`src/rtl/serial_adder_pkg.sv`:
```
// Shared types for the bit-serial adder: FSM state encoding and default width.
// Build option SERIAL_ADDER_SUB_EN adds a subtract mode (see serial_adder_ctrl).
package serial_adder_pkg;

    localparam int STATE_W       = 2;
    localparam int DEFAULT_WIDTH = 16;

    typedef enum logic [STATE_W-1:0] {
        IDLE = 2'd0,
        RUN  = 2'd1,
        DONE = 2'd2
    } state_t;

endpackage

```
`src/rtl/serial_adder_ctrl_if.sv`:
```
// Request/result bundle between the ALU sequencer (master) and the serial adder (slave).
// The sub request exists only when SERIAL_ADDER_SUB_EN is defined.
interface serial_adder_ctrl_if
    import serial_adder_pkg::*;
#(
    parameter int WIDTH = DEFAULT_WIDTH
);
    logic             start;
    logic [WIDTH-1:0] a;
    logic [WIDTH-1:0] b;
    logic             carry_in;
`ifdef SERIAL_ADDER_SUB_EN
    logic             sub;
`endif
    logic             busy;
    logic             done;
    logic [WIDTH-1:0] sum;
    logic             carry_out;

`ifdef SERIAL_ADDER_SUB_EN
    modport master (output start, a, b, carry_in, sub, input busy, done, sum, carry_out);
    modport slave  (input start, a, b, carry_in, sub, output busy, done, sum, carry_out);
`else
    modport master (output start, a, b, carry_in, input busy, done, sum, carry_out);
    modport slave  (input start, a, b, carry_in, output busy, done, sum, carry_out);
`endif

endinterface

```
`src/rtl/hFullAdder.sv`:
```
// Single-bit full adder cell.
// Purely combinational, zero latency, no flow control.
module hFullAdder (
    input  logic a,
    input  logic b,
    input  logic carry_in,
    output logic carry_out,
    output logic out
);

    assign out       = a ^ b ^ carry_in;
    assign carry_out = (a & b) | (carry_in & (a ^ b));

endmodule

```
`src/rtl/serial_adder_ctrl.sv`:
```
// Bit-serial adder: one full-adder cell reused over WIDTH cycles, LSB first.
// Latency WIDTH+1 cycles start-to-done; start is ignored while busy or done (no queueing).
// Build option SERIAL_ADDER_SUB_EN adds a sub request computing a - b.
module serial_adder_ctrl
    import serial_adder_pkg::*;
#(
    parameter int WIDTH = DEFAULT_WIDTH
) (
    input  logic               clk,
    input  logic               rst_n,
    serial_adder_ctrl_if.slave bus
);

    localparam int CNT_W = $clog2(WIDTH + 1);

    state_t           state_q;
    state_t           state_d;
    logic [WIDTH-1:0] a_sr;
    logic [WIDTH-1:0] b_sr;
    logic [WIDTH-1:0] acc;
    logic [WIDTH-1:0] sum_q;
    logic             c_q;
    logic             cout_q;
    logic [CNT_W-1:0] cnt;
    logic             fa_out;
    logic             fa_cout;
    logic [WIDTH-1:0] acc_next;
    logic             last_bit;
    logic             accept;
    logic [WIDTH-1:0] b_load;
    logic             c_load;

    hFullAdder u_fa (
        .a         (a_sr[0]),
        .b         (b_sr[0]),
        .carry_in  (c_q),
        .carry_out (fa_cout),
        .out       (fa_out)
    );

    // Subtraction as a + ~b + 1 reuses the adder unchanged.
`ifdef SERIAL_ADDER_SUB_EN
    assign b_load = bus.sub ? ~bus.b : bus.b;
    assign c_load = bus.sub ? 1'b1 : bus.carry_in;
`else
    assign b_load = bus.b;
    assign c_load = bus.carry_in;
`endif

    assign acc_next = {fa_out, acc[WIDTH-1:1]};
    assign last_bit = (cnt == CNT_W'(WIDTH - 1));
    assign accept   = (state_q == IDLE) && bus.start;

    always_ff @(posedge clk or negedge rst_n) begin
        if (!rst_n) begin
            state_q <= IDLE;
        end else begin
            state_q <= state_d;
        end
    end

    always_comb begin
        state_d = state_q;
        case (state_q)
            IDLE:    if (bus.start) state_d = RUN;
            RUN:     if (last_bit) state_d = DONE;
            DONE:    state_d = IDLE;
            default: state_d = IDLE;
        endcase
    end

    always_ff @(posedge clk or negedge rst_n) begin
        if (!rst_n) begin
            a_sr   <= '0;
            b_sr   <= '0;
            acc    <= '0;
            c_q    <= 1'b0;
            cnt    <= '0;
            sum_q  <= '0;
            cout_q <= 1'b0;
        end else if (accept) begin
            a_sr <= bus.a;
            b_sr <= b_load;
            c_q  <= c_load;
            cnt  <= '0;
        end else if (state_q == RUN) begin
            a_sr <= {1'b0, a_sr[WIDTH-1:1]};
            b_sr <= {1'b0, b_sr[WIDTH-1:1]};
            acc  <= acc_next;
            c_q  <= fa_cout;
            cnt  <= cnt + CNT_W'(1);
            if (last_bit) begin
                sum_q  <= acc_next;
                cout_q <= fa_cout;
            end
        end
    end

    assign bus.busy      = (state_q == RUN);
    assign bus.done      = (state_q == DONE);
    assign bus.sum       = sum_q;
    assign bus.carry_out = cout_q;

endmodule

```
`src/flat_wrapper.sv`:
```
// flat-port wrapper written by rule: the top's interface ports become plain ports
module serial_adder_ctrl_flat import serial_adder_pkg::*;
#(
    parameter int WIDTH = DEFAULT_WIDTH
)
  (clk, rst_n, bus_start, bus_a, bus_b, bus_carry_in, bus_busy, bus_done, bus_sum, bus_carry_out);
  serial_adder_ctrl_if #(.WIDTH(WIDTH)) bus_i ();
  input  logic clk;
  input  logic rst_n;
  input wire logic [$bits(bus_i.start)-1:0] bus_start;
  input wire logic [$bits(bus_i.a)-1:0] bus_a;
  input wire logic [$bits(bus_i.b)-1:0] bus_b;
  input wire logic [$bits(bus_i.carry_in)-1:0] bus_carry_in;
  output wire logic [$bits(bus_i.busy)-1:0] bus_busy;
  output wire logic [$bits(bus_i.done)-1:0] bus_done;
  output wire logic [$bits(bus_i.sum)-1:0] bus_sum;
  output wire logic [$bits(bus_i.carry_out)-1:0] bus_carry_out;
  assign bus_i.start = bus_start;
  assign bus_i.a = bus_a;
  assign bus_i.b = bus_b;
  assign bus_i.carry_in = bus_carry_in;
  assign bus_busy = bus_i.busy;
  assign bus_done = bus_i.done;
  assign bus_sum = bus_i.sum;
  assign bus_carry_out = bus_i.carry_out;
  serial_adder_ctrl #(.WIDTH(WIDTH)) u_core (.clk(clk), .rst_n(rst_n), .bus(bus_i));
endmodule
```
`config.mk`:
```
export PLATFORM = sky130hd
export DESIGN_NAME = serial_adder_ctrl_flat
export DESIGN_NICKNAME = d
export VERILOG_FILES = /design/src/rtl/serial_adder_pkg.sv /design/src/rtl/serial_adder_ctrl_if.sv /design/src/rtl/hFullAdder.sv /design/src/rtl/serial_adder_ctrl.sv /design/src/flat_wrapper.sv
export SDC_FILE = /design/constraint.sdc
export NUM_CORES = 1
export LEC_CHECK = 0
export ABC_AREA = 1
export CAP_MARGIN = 20
export CORE_ASPECT_RATIO = 1.4
export CORE_MARGIN = 4
export CORE_UTILIZATION = 52
export DETAILED_ROUTE_END_ITERATION = 8
export PLACE_DENSITY = 0.79
export SYNTH_ARGS = -nofsm -noshare
export SYNTH_HDL_FRONTEND = slang
export SYNTH_SLANG_ARGS = --single-unit
```
`constraint.sdc`:
```
create_clock -name clk -period 1.6 [get_ports clk]
set_clock_uncertainty 0.1 [all_clocks]
set_input_delay 0.4 -clock clk [delete_from_list [all_inputs] [get_ports clk]]
set_output_delay 0.4 -clock clk [all_outputs]
set_load 0.02 [all_outputs]
```
==> flow_summary.yaml, run 1 <==
status:
  status: "finished clean"
yosys:
  synth-seq-area-share_pct: 59.1
  ys_types: 18
  ys_warn_count: 0
  netlist_area_um2: 3050
  synth_nets: 379
  synth_top_cell_by_area: "dfrtp_1"
  synth_top_area_share_pct: 59.1
  syn_inst: 340
  ys_ff_latch: 72
  syn-mean-instance-area_um2: 8.96
  synth.area.top_cells: "dfrtp_1 (59%), nand2_1 (14%), nand3_1 (11%)"
grt:
  grt_start_max_net_pins: 68
  overflow: 0
  grt_pass1_wl_um: 10700
  antenna_found_initial: 0
  grt_pass1_vias: 2380
  grt_use_total_pct: 18.9
critical_path:
  slowest_stage: "dfrtp_1"
  endpoint_kind: "output port"
  worst_path_largest_cell_delay_ns: 0.37
  path_max_fanout: 3
  reg2reg_from: "u_core.cnt[0]"
  r2r_slack_ns: 0.008
  crit_type: "reg -> out"
  cp-start-kind: "flip-flop"
  crit_end: "bus_done"
  crit_required_ns: 1.10
  crit_path_start: "u_core.state_q[1]"
  path_cells: "inv_2, nor2_2, buf_4"
  worstReg2RegEnd: "u_core.bus.sum[12]"
  worstPathArrival_ns: 1.09
  r2r_cells: 8
clock_network:
  cts_made_buffers: 9
  cts_max_level: 3
  clockBufferDepth: 2
  clk_latency_ns: 0.34
  cts-root-buf: "clkbuf_8"
  cts_tree: "done"
  clkTransAtPathRegs_ns: 0.07
  cts.sinks: 72
sta:
  period_minus_slack_ns: 1.59
  hold_slack_ns: 0.383
  fin_crit_sh_pct: 99.5
  finalSetupViolCount: 0
  slew_viol_final: 0
  hold_violations: 0
  fmax_mhz: 628
  rsz0062_at_grt: "yes"
  tightest_slew_ns: 0.375
  slew_headroom_pct: 75.0
cells_and_area:
  multi_input_area_um2: 1050
  fillers: 431
  drive_gt1_share_pct: 12.1
  nNetsFinal: 440
  antennaDiodeCount: 0
  syn_to_final_growth_pct: 31.5
  register_area_um2: 1800
  final_area_um2: 4010
placement:
  place.gp.congestion: 0.746
  dp_hpwl_um: 4050
  port_buffers: 54
  placed_cell_area_um2: 3670
power_and_ir_drop:
  peakVddDrop_mv: 0.828
  leakagePower_nw: 1.94
  powerDensity_nw_per_um2: 1750
route:
  vias_per_cell: 5.29
  drtPass1Iterations: 4
  vias: 2508
  post_drt_wl_per_cell_um: 13.9
  drt-total-wl_um: 6580
  drt_iter0_markers: 188
  postRouteAntennaNets: 0
  drcViolationCount: 0
floorplan:
  die-area_um2: 7160
  die_w_um: 72.7
  die_h_um: 98.6
  rows: 32
  coreArea_um2: 5610
  ios: 55
  start_util_pct: 54.4
hold_path:
  hp-class: "reg -> reg"
run:
  max_cap_violations: 0
## cells by family (layout without fill, tap and decap cells)
kind of cell	after synthesis	count (layout)	synth area share [%]
buf+inv	43	109	7.43
flops	72	72	59.1
compound gates	35	35	5.79
fa+ha+maj	3	3	1.48
simple gates	187	187	26.2
## worst max-delay path: cells and delay by family (launching register included)
family	cells	cell delay, ns
buffers and inverters	2	0.23
and+or+nand+nor	1	0.15
DFF	1	0.37
## registers in the layout, summed over array words and instances, names as in the netlist
register,count
u_core.a_sr,16
u_core.b_sr,16
u_core.bus.sum,16
u_core.acc,15
u_core.cnt,5
u_core.state_q,2
u_core.bus.carry_out,1
u_core.c_q,1
## cells in the final DEF, fill, tap and decap left out
cell / n
buf_12: 5
o22ai_1: 1
nand2_2: 6
nand2_4: 2
clkbuf_16: 2
nand3_1: 66
inv_1: 20
o21ai_2: 1
dlygate4sd3_1: 1
dfrtp_2: 1
dfrtp_1: 71
dlygate4sd2_1: 15
o21ai_0: 18
o21ai_1: 14
clkbuf_1: 2
buf_6: 2
nor2_2: 2
a21oi_1: 1
bufinv_16: 2
fa_1: 1
nor2_1: 4
nand2_1: 107
buf_4: 8
clkdlybuf4s15_1: 2
clkdlybuf4s50_1: 34
ha_2: 2
inv_4: 1
clkbuf_8: 13
inv_2: 2
## cell type report
class | instances | area share [%]
repair buffers | 70 | 18.7
multi-input cells | 225 | 26.2
well taps | 68 | 2.12
flip-flops and latches | 72 | 45.0
clock buffers | 14 | 4.31
clock inverters | 2 | 1.50
inverters | 23 | 2.22
## layer usage
layer	GRT usage [%]	vias up	part of all wire, %	routed length (µm)
met1	23.8	1206	41	2670
met5	0	-	0	0
met4	8.10	0	1.9	125
met2	30.4	77	52	3390
li1	-	1214	-	-
met3	5.10	11	5.9	387
## worst min-delay path by stage
stage	slack, ns	endpoint	cells after the start	from
floorplan	0.004	u_core.a_sr[0]	0	rst_n
global placement	0.21	u_core.bus.sum[3]	1	rst_n
detailed placement	0.21	u_core.bus.sum[3]	1	rst_n
CTS	0.37	u_core.bus.sum[3]	2	rst_n
global route	0.41	u_core.bus.sum[3]	2	rst_n
finish	0.38	u_core.bus.sum[5]	2	u_core.bus.sum[5]
## timing repair
item                       in CTS  in global routing
hold endpoints to repair       19                  0
setup endpoints to repair      35                 35
pin swaps                       1                  1
resized for setup              30                 16
hold buffers                    1                  0
buffers inserted                0                  2
gates cloned                    0                  2
## per-stage QoR
step / TNS [ns] / setup slack, ns / util, % / cells / power (W)
2_1_floorplan: 0 / 0.139 / - / 340 / 0.00456
3_3_place_gp: -1.35 / -0.132 / 65.6 / 453 / 0.00524
3_5_place_dp: -1.65 / -0.150 / 65.6 / 453 / 0.00536
4_1_cts: -0.00735 / -0.00735 / 69.6 / 470 / 0.00693
5_1_grt: -0.615 / -0.0555 / 71.5 / 474 / 0.00751
6_report: 0 / 0.00845 / 71.5 / 474 / 0.00703
## cell usage after synthesis
cell type and instances:
nand2_4 1, fa_1 1, clkbuf_1 1, o21ai_1 15, dfrtp_1 72, o22ai_1 1
buf_4 4, nand2_2 2, inv_2 3, nand3_1 66, inv_1 20, a21oi_1 1
buf_2 10, ha_1 2, o21ai_0 18, nand2_1 112, buf_6 5, nor2_1 6
## report_power, final
part	switching, W	internal [W]	total, W
logic	0.00142	0.000981	0.00240
registers	0.000423	0.00256	0.00298
clock network	0.000642	0.00101	0.00165
Power figures use the tool's default switching activity.
==> run 2: changes to the inputs <==
- CORE_UTILIZATION: 52 -> 54
- CTS_BUF_LIST: default -> sky130_fd_sc_hd__clkbuf_8
- PLACE_DENSITY: 0.79 -> 0.82
==> flow_summary.yaml, run 2 (synthesis results as in run 1) <==
status:
  status: "finished clean"
clock_network:
  clk_latency_ns: 0.34
  clkTransAtPathRegs_ns: 0.07
  cts_made_buffers: 9
  clockBufferDepth: 2
  cts.sinks: 72
  cts_tree: "done"
  cts-root-buf: "clkbuf_8"
  cts_max_level: 3
sta:
  fmax_mhz: 631
  slew_viol_final: 0
  rsz0062_at_grt: "yes"
  hold_violations: 0
  tightest_slew_ns: 0.428
  fin_crit_sh_pct: 99.1
  finalSetupViolCount: 0
  slew_headroom_pct: 71.5
  fin_setup_tns_ns: 0
  period_minus_slack_ns: 1.59
placement:
  port_buffers: 54
  place.gp.congestion: 0.735
  dp_hpwl_um: 4020
  placed_cell_area_um2: 3690
  dp_cells: 455
cells_and_area:
  antennaDiodeCount: 0
  fin_cells: 472
  utilization_pct: 71.8
  nNetsFinal: 439
  layout_commonest_cell: "nand2_1"
  final_area_um2: 3940
  syn_to_final_growth_pct: 29.3
  drive_gt1_share_pct: 11.9
  fillers: 406
  layout_common_cells: "nand2_1 (107), dfrtp_1 (72), nand3_1 (66)"
grt:
  overflow: 0
  grt_use_total_pct: 19.3
  grt_start_max_net_pins: 68
  grt_pass1_vias: 2364
  antenna_found_initial: 0
  grt_pass1_wl_um: 10600
route:
  drcViolationCount: 0
  postRouteAntennaNets: 0
  vias_per_cell: 5.21
  vias: 2459
  drtPass1Iterations: 4
  drt-total-wl_um: 6370
  post_drt_wl_per_cell_um: 13.5
  drt_iter0_markers: 162
hold_path:
  hold-path-cell-count: 2
  hp-class: "reg -> reg"
critical_path:
  crit_type: "reg -> out"
  cp-start-kind: "flip-flop"
  path_max_fanout: 3
  endpoint_kind: "output port"
  worstPathArrival_ns: 1.09
  r2r_cells: 8
  crit_required_ns: 1.10
floorplan:
  ios: 55
  rows: 32
  die-area_um2: 6920
  die_w_um: 71.5
  die_h_um: 96.9
  coreArea_um2: 5490
  start_util_pct: 55.5
power_and_ir_drop:
  p_clk_share_pct: 21.6
  peakVddDrop_mv: 0.847
  leakagePower_nw: 1.92
  swShare_pct: 36.2
  pwr-share-comb_pct: 34.7
  p_int_w: 0.00434
  powerDensity_nw_per_um2: 1730
  seqPwrFrac_pct: 43.8
  p_sw_w: 0.00247
  power.total_w: 0.00681
run:
  max_cap_violations: 0
==> run 2: final cells by class <==
type	count	area, µm²	share of cell area (%)
clock buffer	12	165	4.19
clock inverter	3	40.0	1.02
inverter	23	88.8	2.25
multi-input combinational	225	1050	26.6
sequential	72	1800	45.7
tap	68	85.1	2.16
timing repair buffer	69	709	18.0
==> run 2: worst paths after layout <==
check,from,end,slack (ns)
worst max register to register,u_core.cnt[0],u_core.bus.sum[6],0.06
min in group asynchronous,rst_n,u_core.acc[4],0.42
max in group asynchronous,rst_n,u_core.b_sr[3],0.46
worst max-delay path,u_core.state_q[1],bus_busy,0.01
worst min-delay path,u_core.acc[1],u_core.bus.sum[0],0.38
worst min register to register,u_core.acc[1],u_core.bus.sum[0],0.38
==> run 2: stage by stage <==
step / setup slack (ns) / hold slack (ns)
2_1_floorplan: 0.139 / 0.00441
3_3_place_gp: -0.113 / 0.240
3_5_place_dp: -0.106 / 0.244
4_1_cts: -0.221 / 0.388
5_1_grt: -0.0569 / 0.410
6_report: 0.0141 / 0.381
==> run 2: layer usage <==
| layer | routed length [µm] | global-route usage, % | up-vias | share of wire (%) |
|---|---|---|---|---|
| li1 | - | - | 1219 | - |
| met5 | 0 | 0 | - | 0 |
| met4 | 116 | 8.39 | 0 | 1.8 |
| met3 | 359 | 5.41 | 9 | 5.6 |
| met1 | 2540 | 23.8 | 1158 | 40 |
| met2 | 3350 | 31.3 | 73 | 53 |
==> run 2: timing repair <==
| action | in CTS | in global routing |
|---|---|---|
| hold endpoints to repair | 27 | 0 |
| pin swaps | 0 | 1 |
| hold buffers | 1 | 0 |
| gates cloned | 0 | 0 |
| resized for setup | 24 | 21 |
| endpoints found under the setup margin | 37 | 28 |
| buffers inserted | 0 | 1 |
==> run 2: power by group through the flow <==
| stage | registers (W) | logic [W] | clock network [W] |
|---|---|---|---|
| after floorplan | 0.00310 | 0.00145 | 0 |
| after global placement | 0.00295 | 0.00228 | 0 |
| after detailed placement | 0.00299 | 0.00237 | 0 |
| after CTS | 0.00297 | 0.00228 | 0.00150 |
| after global routing | 0.00307 | 0.00266 | 0.00158 |
| final | 0.00298 | 0.00236 | 0.00147 |
==> run 2: worst max-delay path, cell delays in order, from the launching register on <==
cell	delay [ns]
dfrtp_1	0.40
inv_2	0.10
nand2_4	0.06
inv_4	0.07
buf_6	0.11
==> run 3: changes to the inputs <==
- CORE_ASPECT_RATIO: 1.4 -> default
- CORE_UTILIZATION: 54 -> 49
- PLACE_DENSITY: 0.82 -> 0.78
- SKIP_LAST_GASP: default -> 1
- clock period: 1.6 -> 1.3 ns (I/O delays scaled with it)
==> flow_summary.yaml, run 3 (synthesis results as in run 1) <==
status:
  status: "finished, violations left"
  violations: "setup timing"
clock_network:
  cts.sinks: 72
  clk_latency_ns: 0.37
  cts_max_level: 3
  clockBufferDepth: 2
  clkTransAtPathRegs_ns: 0.09
  cts-root-buf: "clkbuf_8"
  cts_made_buffers: 9
  cts_tree: "done"
floorplan:
  rows: 28
  coreArea_um2: 5990
  die-area_um2: 7540
  ios: 55
  die_w_um: 86.9
  start_util_pct: 50.9
  die_h_um: 86.9
sta:
  slew_headroom_pct: 74.4
  tightest_slew_ns: 0.382
  period_minus_slack_ns: 1.61
  hold_slack_ns: 0.285
  fmax_mhz: 620
  hold_violations: 0
  rsz0062_at_grt: "yes"
  timing.final.ws_setup_ns: -0.314
  slew_viol_final: 0
  fin_crit_sh_pct: 124
  finalSetupViolCount: 90
cells_and_area:
  layout_common_cells: "nand2_1 (93), dfrtp_1 (72), nand3_1 (44)"
  fillers: 306
  nNetsFinal: 484
  antennaDiodeCount: 0
  final_area_um2: 4960
  utilization_pct: 82.8
  layout_commonest_cell: "nand2_1"
  drive_gt1_share_pct: 34.2
  fin_cells: 525
  syn_to_final_growth_pct: 62.8
route:
  vias_per_cell: 5.70
  drcViolationCount: 0
  drt-total-wl_um: 10200
  postRouteAntennaNets: 0
  drtPass1Iterations: 5
  vias: 2994
  drt_iter0_markers: 308
  post_drt_wl_per_cell_um: 19.4
placement:
  port_buffers: 54
  dp_slack_ns: -0.235
  placed_cell_area_um2: 3810
  dp_hpwl_um: 4310
  place.gp.congestion: 0.780
  dp_cells: 471
critical_path:
  worst_path_largest_cell_delay_ns: 0.40
  crit_required_ns: 1.45
  r2r_slack_ns: -0.31
  reg2reg_from: "u_core.state_q[1]"
  path_cells: "inv_2, buf_6, nand2_8, inv_8, buf_4, buf_12, nand2_8, clkbuf_16, nand2_1, o21ai_1"
  path_max_fanout: 8
  worstReg2RegEnd: "u_core.bus.sum[14]"
  cpMostUsedCell: "nand2_8"
  worstPathArrival_ns: 1.76
  endpoint_kind: "flip-flop"
  slowest_stage: "dfrtp_1"
  crit_type: "reg -> reg"
  cp-start-kind: "flip-flop"
  r2r_cells: 10
grt:
  grt_start_max_net_pins: 31
  grt_use_total_pct: 22.5
  grt_pass1_wl_um: 12800
  antenna_found_initial: 0
  grt_pass1_vias: 2734
  overflow: 0
run:
  max_cap_violations: 0
power_and_ir_drop:
  powerDensity_nw_per_um2: 2230
  leakagePower_nw: 2.37
  peakVddDrop_mv: 1.38
hold_path:
  hp-class: "in -> async"
-- run 3: layout make-up --
class                   instances  area [µm²]  share of cell area, %
multi-input cells             225        1340                   27.0
repair buffers                114        1410                   28.3
clock inverters                 4        51.3                   1.03
clock buffers                  12         165                   3.33
inverters                      23         104                   2.09
flip-flops and latches         72        1800                   36.3
well taps                      75        93.8                   1.89
-- run 3: worst max-delay path by stage --
stage | from | endpoint | slack (ns) | cells past startpoint
6_report | u_core.state_q[1] | u_core.bus.sum[14] | -0.31 | 10
5_1_grt | u_core.cnt[0] | u_core.bus.sum[14] | -0.37 | 8
3_3_place_gp | bus_start | u_core.a_sr[4] | -0.19 | 6
2_1_floorplan | u_core.cnt[0] | u_core.bus.sum[12] | -0.10 | 8
4_1_cts | u_core.state_q[1] | bus_busy | -0.27 | 5
3_5_place_dp | bus_start | u_core.cnt[2] | -0.23 | 5
-- run 3: power by group --
part | internal (W) | switching [W] | leakage, nW
registers | 0.00314 | 0.000716 | 0.915
logic | 0.00259 | 0.00267 | 1.35
clock network | 0.00104 | 0.000901 | 0.109
-- run 3: worst max-delay path: cells and delay by family, from the launching register on --
family	cells	cell delay, ns
AND/OR/NAND/NOR	3	0.23
flip-flops	1	0.40
AO/OA/AOI/OAI	1	0.09
buffers and inverters	6	0.67
-- run 3: repair_timing --
item	in CTS	in global routing
setup endpoints to repair	72	91
pin swaps	18	11
resized for setup	151	66
cloned	5	8
hold endpoints to repair	18	0
hold buffers	1	0
buffers inserted	13	12
-- run 3: per-stage QoR --
step | power, W | setup TNS [ns]
after detailed placement | 0.00682 | -12.09
after global routing | 0.0116 | -16.38
after floorplan | 0.00563 | -1.67
final | 0.0111 | -12.14
after CTS | 0.00955 | -7.96
after global placement | 0.00667 | -9.20
-- run 3: layer usage --
metal	global-route usage (%)	vias to the layer above	routed length [µm]
met5	0	-	0
li1	-	1306	-
met3	5.01	52	705
met1	27.5	1441	3900
met4	11.9	0	474
met2	37.0	195	5090
